==> src/rtl/rf_wr_arbiter.sv <==
// rf_wr_arbiter: two-requester arbiter for the single register-file write port.
// req0 (ALU/writeback) and req1 (load/MDU) compete for one write per cycle; the
// winner is registered and presented on RFWr/A3/WD one cycle after acceptance.
// Optional busy-bit scoreboard enabled by defining RF_SCOREBOARD_EN; without it
// busy1/busy2 are tied low and the rsv_*/rd_addr* inputs are ignored.
module rf_wr_arbiter #(
    parameter int unsigned DW        = 32,
    parameter int unsigned AW        = 5,
    parameter int unsigned PRIO_MODE = 0
) (
    input  logic          clk,
    input  logic          rst,
    input  logic          flush,
    input  logic          req0_valid,
    output logic          req0_ready,
    input  logic [AW-1:0] req0_addr,
    input  logic [DW-1:0] req0_data,
    input  logic          req1_valid,
    output logic          req1_ready,
    input  logic [AW-1:0] req1_addr,
    input  logic [DW-1:0] req1_data,
    output logic          RFWr,
    output logic [AW-1:0] A3,
    output logic [DW-1:0] WD,
    input  logic          rsv_valid,
    input  logic [AW-1:0] rsv_addr,
    input  logic [AW-1:0] rd_addr1,
    input  logic [AW-1:0] rd_addr2,
    output logic          busy1,
    output logic          busy2
);

    // Which requester won the most recent contested cycle.
    typedef enum logic {
        LAST_REQ0 = 1'b0,
        LAST_REQ1 = 1'b1
    } grant_e;

    grant_e        last_grant;
    logic          both_valid;
    logic          gnt0;
    logic          gnt1;
    logic [AW-1:0] gnt_addr;
    logic [DW-1:0] gnt_data;

    assign both_valid = req0_valid & req1_valid;
    assign gnt0       = req0_valid & req0_ready;
    assign gnt1       = req1_valid & req1_ready;

    // Ready generation from valids, flush and last_grant only.
    always_comb begin
        req0_ready = 1'b0;
        req1_ready = 1'b0;
        if (!flush) begin
            if (both_valid) begin
                if (PRIO_MODE == 1 || last_grant == LAST_REQ1) begin
                    req0_ready = 1'b1;
                end else begin
                    req1_ready = 1'b1;
                end
            end else begin
                req0_ready = req0_valid;
                req1_ready = req1_valid;
            end
        end
    end

    // Select address/data of the granted requester.
    always_comb begin
        gnt_addr = req0_addr;
        gnt_data = req0_data;
        if (gnt1) begin
            gnt_addr = req1_addr;
            gnt_data = req1_data;
        end
    end

    // Output stage and round-robin history; writes to r0 are accepted but dropped.
    always_ff @(posedge clk or negedge rst) begin
        if (!rst) begin
            RFWr       <= 1'b0;
            A3         <= '0;
            WD         <= '0;
            last_grant <= LAST_REQ1;
        end else begin
            if ((gnt0 || gnt1) && both_valid) begin
                last_grant <= gnt0 ? LAST_REQ0 : LAST_REQ1;
            end
            if ((gnt0 || gnt1) && gnt_addr != '0) begin
                RFWr <= 1'b1;
                A3   <= gnt_addr;
                WD   <= gnt_data;
            end else begin
                RFWr <= 1'b0;
            end
        end
    end

`ifdef RF_SCOREBOARD_EN
    localparam int unsigned NREG = 1 << AW;

    logic [NREG-1:0] busy;
    logic [NREG-1:0] busy_nxt;

    // Next busy vector: clear on retiring write, then set on reservation so a
    // same-register set+clear leaves the bit set; flush wipes everything.
    always_comb begin
        busy_nxt = busy;
        if (flush) begin
            busy_nxt = '0;
        end else begin
            if (RFWr) begin
                busy_nxt[A3] = 1'b0;
            end
            if (rsv_valid && rsv_addr != '0) begin
                busy_nxt[rsv_addr] = 1'b1;
            end
        end
    end

    // Busy-bit storage.
    always_ff @(posedge clk or negedge rst) begin
        if (!rst) begin
            busy <= '0;
        end else begin
            busy <= busy_nxt;
        end
    end

    assign busy1 = (rd_addr1 != '0) && busy[rd_addr1];
    assign busy2 = (rd_addr2 != '0) && busy[rd_addr2];
`else
    logic unused_sb_inputs;

    assign unused_sb_inputs = ^{rsv_valid, rsv_addr, rd_addr1, rd_addr2};
    assign busy1            = 1'b0;
    assign busy2            = 1'b0;
`endif

endmodule

==> config.mk <==
export PLATFORM = sky130hd
export DESIGN_NAME = rf_wr_arbiter
export DESIGN_NICKNAME = d
export VERILOG_FILES = /design/src/rtl/rf_wr_arbiter.sv
export SDC_FILE = /design/constraint.sdc
export NUM_CORES = 1
export LEC_CHECK = 0
export ABC_AREA = 0
export BUFFER_PORTS_ARGS = -buffer_cell sky130_fd_sc_hd__buf_2
export CAP_MARGIN = 15
export CORE_MARGIN = 8
export CORE_UTILIZATION = 46
export DETAILED_ROUTE_END_ITERATION = 10
export GPL_ROUTABILITY_DRIVEN = 0
export PLACE_DENSITY = 0.84
export SYNTH_ARGS = -nofsm -noshare
export SYNTH_HDL_FRONTEND = slang
export SYNTH_SLANG_ARGS = --single-unit
==> constraint.sdc <==
create_clock -name clk -period 4.5 [get_ports clk]
set_input_delay 0.675 -clock clk [delete_from_list [all_inputs] [get_ports clk]]
set_output_delay 0.675 -clock clk [all_outputs]
set_load 0.1 [all_outputs]
# == Word-level counts from Yosys, hierarchy flattened ==
# Index checks and enable logic that the tools add are counted.
# word_totals
ff_bits,39
output_inout_bits,42
in_bits,95
elab_cells,21
# classes
mux,10
bitwise_logic,3
reduce_logical,4
# op_table
cell,count
2-to-1 mux 32 bit,1
2-to-1 mux 1 bit,8
2-to-1 mux 5 bit,1
nonzero test 5 bit,1
bitwise AND 1 bit,3
logical AND 1 bit,2
logical OR 1 bit,1

# == Logic depth before layout (Yosys ltp) ==
# Gate-level depths: netlist (run 1).
# depth
depth_word,8
depth_mapped,5
depth_no_buf,5

# == Least setup slack after synthesis (run 1) ==
# Ideal clock, no wire load.
# synth_path
path_type,input-to-output
startpoint,input flush
endpoint,output req0_ready
required_ns,3.825
path_buffers,0
arrival_ns,2.821
slack_ns,1.004
cell_stages,4
cell_sequence,and2b_4 > nand2_4 > inv_1 > nor2_1
# synth_between
elab_chain_len,1
# synth_lines
item,line,text
from (decl),13,"input logic flush,"
2-to-1 mux 1 bit,54,if (!flush) begin
to (decl),15,"output logic req0_ready,"
# Every way passes these cells.

# == Final worst setup path (run 1) ==
# layout_path
startpoint,register last_grant
endpoint,output req0_ready
# layout_between
elab_chain_len,3
# layout_lines
item,line,text
from (decl),39,grant_e last_grant;
from (signal assigned),87,last_grant <= gnt0 ? LAST_REQ0 : LAST_REQ1;
2-to-1 mux 1 bit,56,if (PRIO_MODE == 1 || last_grant == LAST_REQ1) begin
2-to-1 mux 1 bit,55,if (both_valid) begin
2-to-1 mux 1 bit,54,
# Every way passes these cells.

==> impl_metrics.toml, run 1 <==
[floorplan]
die_width_um = 84.96
die_area_um2 = 7217
die_h_um = 84.96
io_pins = 137
num_rows = 25
start_util = 0.4693
core_area_um2 = 4661

[clocking]
cts_resized = 0
cts_root_buf = "clkbuf_8"
cts_buffers = 5
postCtsSetupBuffers = 0
hold_buffers = 0
clk_path_buf_depth = 2
clock_sinks = 39
cts_tree = "done"
h-tree-depth = 2
clk_pin_slew_ns = 0.08
clkLatencyLatePin_ns = 0.28

[routing]
detail-route-antenna-nets = 0
drtIter0Drc = 56
vias = 1668
first_pass_iters = 5
wl_per_cell_um = 16.92
viasPerCell = 5.101
drcViolationCount = 0
drt-total-wl_mm = 5.534

[setup_path]
crit_required_ns = 3.83
cp_max_fo = 37
critPathMaxStageDelay_ns = 0.55
worstReg2RegEnd = "WD[20]"
critPathArrivalTime_ns = 2.15
rr_startpoint = "last_grant"
worst_setup_path_start_kind = "register"
endpoint_kind = "primary output"
crit_chain = "nand2_1, nand2_4, inv_1, nor2_1, buf_2"
reg2reg_slack_ns = 1.96
r2r_cells = 5
crit_path_top_delay_cell = "dfstp_2"
path_class = "register to primary output"

[yosys]
ys_seq_area_frac = 0.4468
synth.distinct_cells = 32
syn-instance-count = 153
synth-edff-count = 0
syn_area_um2 = 2187
synth_ff_type = "dfrtp_1"
ys_warn_count = 0
synth.avg_cell_area_um2 = 14.29
ys_seq_elements = 39
synth-async-reset-ratio = 1.000

[placement]
pre_cts_ws_ns = 1.451
dp_hpwl_mm = 4.198
portBuffers = 118

[pwr]
power_switching_w = 0.0007810
swShare = 0.4820
p_leak_nw = 1.488
combPwrFrac = 0.506
pwr_density_cell_nw_per_um2 = 554.8
intPower_w = 0.0008392
total_power_w = 0.001620
seqPwrFrac = 0.284
clock_power_share = 0.210
ir_worst_vdd_uv = 338.9

[cells_and_area]
fin_util = 0.6266
multi_input_area_um2 = 1121
syn_to_final_growth_pct = 33.52
antenna_cells = 0
layout-drive-gt1-share = 0.7289
n_fill_cell = 386
regArea_um2 = 977.2
nNetsFinal = 367

[timing]
worst_slack_ns = 1.672
hold_viol_final = 0
worst_pin_slew_ns = 0.8658
max_freq_mhz = 353.6
setup_violations = 0
max-slew-margin-rel = 0.4210
rsz0062_at_grt = "no"
period_share = 0.6284
fin_skew_ns = 0.005404
finalSetupTns_ns = 0
drv_slew = 0
holdWs_ns = 0.4903
fin_crit_ns = 2.828

[outcome]
status = "finished clean"

[hold_path]
hold_class = "input pin to asynchronous set/reset pin"

[global_routing]
track_usage = 0.1552
antenna_found_initial = 0
grt_pass1_wl_mm = 9.121
grt_max_degree = 40
overflow = 0
grt_pass1_vias = 1910

[job]
maxCapViolCount = 0
cell usage after synthesis, types with 3 or more instances:
cell type  instances  area [um2]
a21oi_1            3       15.01
and2_1             4       25.02
buf_6              3       33.78
dfrtp_1           38       950.9
inv_1              3       11.26
mux2_2            37       416.7
mux2_4            27       405.4
mux2i_1            3       30.03
nand3_1            3       15.01
o21ai_0            3       15.01
worst max-delay path by stage:
stage,start,to,slack (ns),cells past startpoint
after floorplan,flush,req0_ready,1.00,4
after global placement,flush,WD[22],1.50,6
after detailed placement,flush,WD[23],1.45,6
after CTS,last_grant,req0_ready,1.65,5
after global routing,last_grant,req0_ready,1.50,5
final,last_grant,req0_ready,1.67,5
layout by cell type, fill, tap and decap left out, types with 2 or more instances in the layout:
cell type	count
nand2_1	2
o22ai_1	2
a311o_1	2
inv_1	3
nand3_1	3
a21oi_1	3
mux2_2	37
nor2_1	2
bufinv_16	2
nor3_1	2
buf_2	118
and2_1	4
dfrtp_1	38
mux2i_1	3
clkbuf_8	5
o21ai_0	3
mux2_4	27
conb_1	2
area by class of cell:
class,count,area share
multi-input cells,104,0.3839
flip-flops and latches,39,0.3346
repair buffers,119,0.2091
clock buffers,6,0.02485
well taps,54,0.02314
clock inverters,2,0.02057
inverters,3,0.003856
power groups by stage:
| stage | Clock [W] | Combinational (W) | Sequential (W) |
|---|---|---|---|
| 5_1_grt | 0.000362 | 0.000850 | 0.000470 |
| 4_1_cts | 0.000348 | 0.000827 | 0.000460 |
| 3_3_place_gp | 0 | 0.000816 | 0.000460 |
| 2_1_floorplan | 0 | 0.000209 | 0.000938 |
| 6_report | 0.000341 | 0.000820 | 0.000459 |
| 3_5_place_dp | 0 | 0.000824 | 0.000465 |
logic make-up (layout without fill, tap and decap cells):
logic type | count (synthesis) | after routing | share of synthesized area
buf+inv | 11 | 130 | 0.04233
compound gates | 14 | 14 | 0.05034
simple gates | 20 | 20 | 0.06522
flops | 39 | 39 | 0.4468
other cells | 1 | 2 | 0.001715
xor+xnor | 1 | 1 | 0.004005
mux | 67 | 67 | 0.3896
per-layer routing:
metal	GRT usage	share of wire	vias up
met5	0	0	-
met4	0.05502	0.011	0
met1	0.1620	0.39	813
met2	0.2841	0.54	62
li1	-	-	788
met3	0.04826	0.066	5
sequential cells by signal (all words and copies together) (netlist names):
name        cells
RFWr            1
WD             32
last_grant      1
A3              5
metrics by stage:
| stage | cell area, um2 | instances |
|---|---|---|
| after global routing | 2920 | 327 |
| after detailed placement | 2788 | 319 |
| after floorplan | 2191 | 154 |
| after global placement | 2788 | 319 |
| final | 2920 | 327 |
| after CTS | 2920 | 327 |
critical path, delay by kind of cell, from the launching register on:
kind	cells	cell delay [ns]
buf+inv	2	0.58
flops	1	0.55
simple gates	3	0.73
(Power assumes the default switching activity.)
==> run 2, diff against run 1 <==
--- a/config.mk
+++ b/config.mk
@@ -9,10 +9,10 @@
 export BUFFER_PORTS_ARGS = -buffer_cell sky130_fd_sc_hd__buf_2
 export CAP_MARGIN = 15
 export CORE_MARGIN = 8
-export CORE_UTILIZATION = 46
+export CORE_UTILIZATION = 43
 export DETAILED_ROUTE_END_ITERATION = 10
 export GPL_ROUTABILITY_DRIVEN = 0
-export PLACE_DENSITY = 0.84
+export PLACE_DENSITY = 0.8
 export SYNTH_ARGS = -nofsm -noshare
 export SYNTH_HDL_FRONTEND = slang
 export SYNTH_SLANG_ARGS = --single-unit
==> constraint.sdc (replaced) <==
create_clock -name clk -period 2.7 [get_ports clk]
set_input_delay 0.405 -clock clk [delete_from_list [all_inputs] [get_ports clk]]
set_output_delay 0.405 -clock clk [all_outputs]
set_load 0.1 [all_outputs]
==> impl_metrics.toml, run 2 (synthesis gave the netlist of run 1 again) <==
[outcome]
status = "finished clean"

[clocking]
cts_buffers = 5
postCtsSetupBuffers = 0
h-tree-depth = 2
cts_tree = "done"
hold_buffers = 0
clk_pin_slew_ns = 0.07
clock_sinks = 39
cts_resized = 0
clkLatencyLatePin_ns = 0.28
clk_path_buf_depth = 2
cts_root_buf = "clkbuf_8"

[timing]
fin_skew_ns = 0.002568
max-slew-margin-rel = 0.4481
drv_slew = 0
period_share = 0.8629
fin_crit_ns = 2.330
setup_violations = 0
finalSetupTns_ns = 0
hold_viol_final = 0
worst_pin_slew_ns = 0.8278
max_freq_mhz = 429.2
rsz0062_at_grt = "no"

[global_routing]
track_usage = 0.1441
overflow = 0
grt_pass1_wl_mm = 8.749
grt_pass1_vias = 1918
antenna_found_initial = 0
grt_max_degree = 40

[hold_path]
hold_class = "input pin to asynchronous set/reset pin"

[cells_and_area]
antenna_cells = 0
nNetsFinal = 369
syn_to_final_growth_pct = 32.32
final_common_cell = "buf_2"
regMostFlops = "WD"
layout_common_cells = "buf_2 (118), dfrtp_1 (38), mux2_2 (37)"
layout-drive-gt1-share = 0.7309
stdcell_count = 345
largest_reg_flops = 32
top_regs = "WD x32, A3 x5"

[placement]
placed_cells = 337
portBuffers = 118
dp_hpwl_mm = 4.357

[setup_path]
crit_start = "last_grant"
reg2reg_slack_ns = 0.63
worstReg2RegEnd = "WD[21]"
rr_startpoint = "last_grant"
endpoint_kind = "primary output"
cp_max_fo = 20
crit_end = "req0_ready"
path_class = "register to primary output"
worst_setup_path_start_kind = "register"
critPathArrivalTime_ns = 1.92
crit_required_ns = 2.30
r2r_cells = 5

[floorplan]
die_width_um = 87.32
num_rows = 26
die_area_um2 = 7625
start_util = 0.4366
core_area_um2 = 5010
io_pins = 137
die_h_um = 87.32

[pwr]
swShare = 0.5153
ir_worst_vdd_uv = 480.8
seqPwrFrac = 0.308
combPwrFrac = 0.546
clock_power_share = 0.146
p_leak_nw = 1.470
intPower_w = 0.001211
power_switching_w = 0.001287
pwr_density_cell_nw_per_um2 = 863.4

[routing]
detail-route-antenna-nets = 0
first_pass_iters = 4
wl_per_cell_um = 15.80
vias = 1647
viasPerCell = 4.774
drcViolationCount = 0
drt-total-wl_mm = 5.451
drtIter0Drc = 28

[job]
maxCapViolCount = 0
run 2: cell count changes in the layout (fill, tap and decap cells not counted):
cell / previous run / this run
buf_12: 1 / 0
buf_4: 0 / 3
bufinv_16: 2 / 0
clkbuf_1: 1 / 2
clkinv_2: 0 / 1
nor2_1: 2 / 1
nor2_2: 0 / 1
run 2: power by group through the flow:
| stage | combinational [W] | clock (W) | sequential (W) |
|---|---|---|---|
| 2_1_floorplan | 0.000348 | 0 | 0.00156 |
| 3_3_place_gp | 0.00136 | 0 | 0.000769 |
| 3_5_place_dp | 0.00138 | 0 | 0.000777 |
| 4_1_cts | 0.00138 | 0.000381 | 0.000771 |
| 5_1_grt | 0.00142 | 0.000415 | 0.000784 |
| 6_report | 0.00137 | 0.000364 | 0.000769 |
run 2: layer usage:
layer  global-route usage  wire length (um)
met1               0.1533              2018
met2               0.2590              2848
met3              0.05189               550
met4              0.04063                34
met5                    0                 0
run 2: worst min-delay path by stage:
| stage | startpoint | end | slack [ns] | cells past startpoint |
|---|---|---|---|---|
| after global routing | rst | WD[18] | 0.30 | 1 |
| final | rst | WD[18] | 0.22 | 1 |
| after global placement | WD[23] | WD[23] | 0.48 | 1 |
| after floorplan | rst | A3[0] | 0.11 | 0 |
| after CTS | rst | WD[11] | 0.25 | 1 |
| after detailed placement | last_grant | last_grant | 0.49 | 1 |
run 2: area by class of cell:
class,instances,area (um2)
Inverter,3,11.26
Sequential cell,39,977.2
Timing Repair Buffer,121,613.1
Multi-Input combinational cell,104,1124
Clock buffer,7,76.32
Fill cell,470,2116
Tap cell,70,87.58
Clock inverter,1,5.005
run 2: critical path, stage by stage (launching register included):
cell and delay [ns]:
dfstp_2 0.54, nand2_1 0.15, nand2_4 0.28, inv_1 0.13, nor2_2 0.11, buf_2 0.43
run 2: metrics by stage:
step / hold WS [ns] / area, um2 / util / total power [W] / worst slack [ns]
after floorplan: 0.1094 / 2193 / - / 0.001911 / 0.1061
after global placement: 0.4845 / 2813 / 0.5614 / 0.002132 / 0.5695
after detailed placement: 0.4858 / 2813 / 0.5614 / 0.002154 / 0.5264
after CTS: 0.2546 / 2894 / 0.5777 / 0.002530 / 0.3374
after global routing: 0.2964 / 2894 / 0.5777 / 0.002614 / 0.2321
final: 0.2223 / 2894 / 0.5777 / 0.002499 / 0.3702
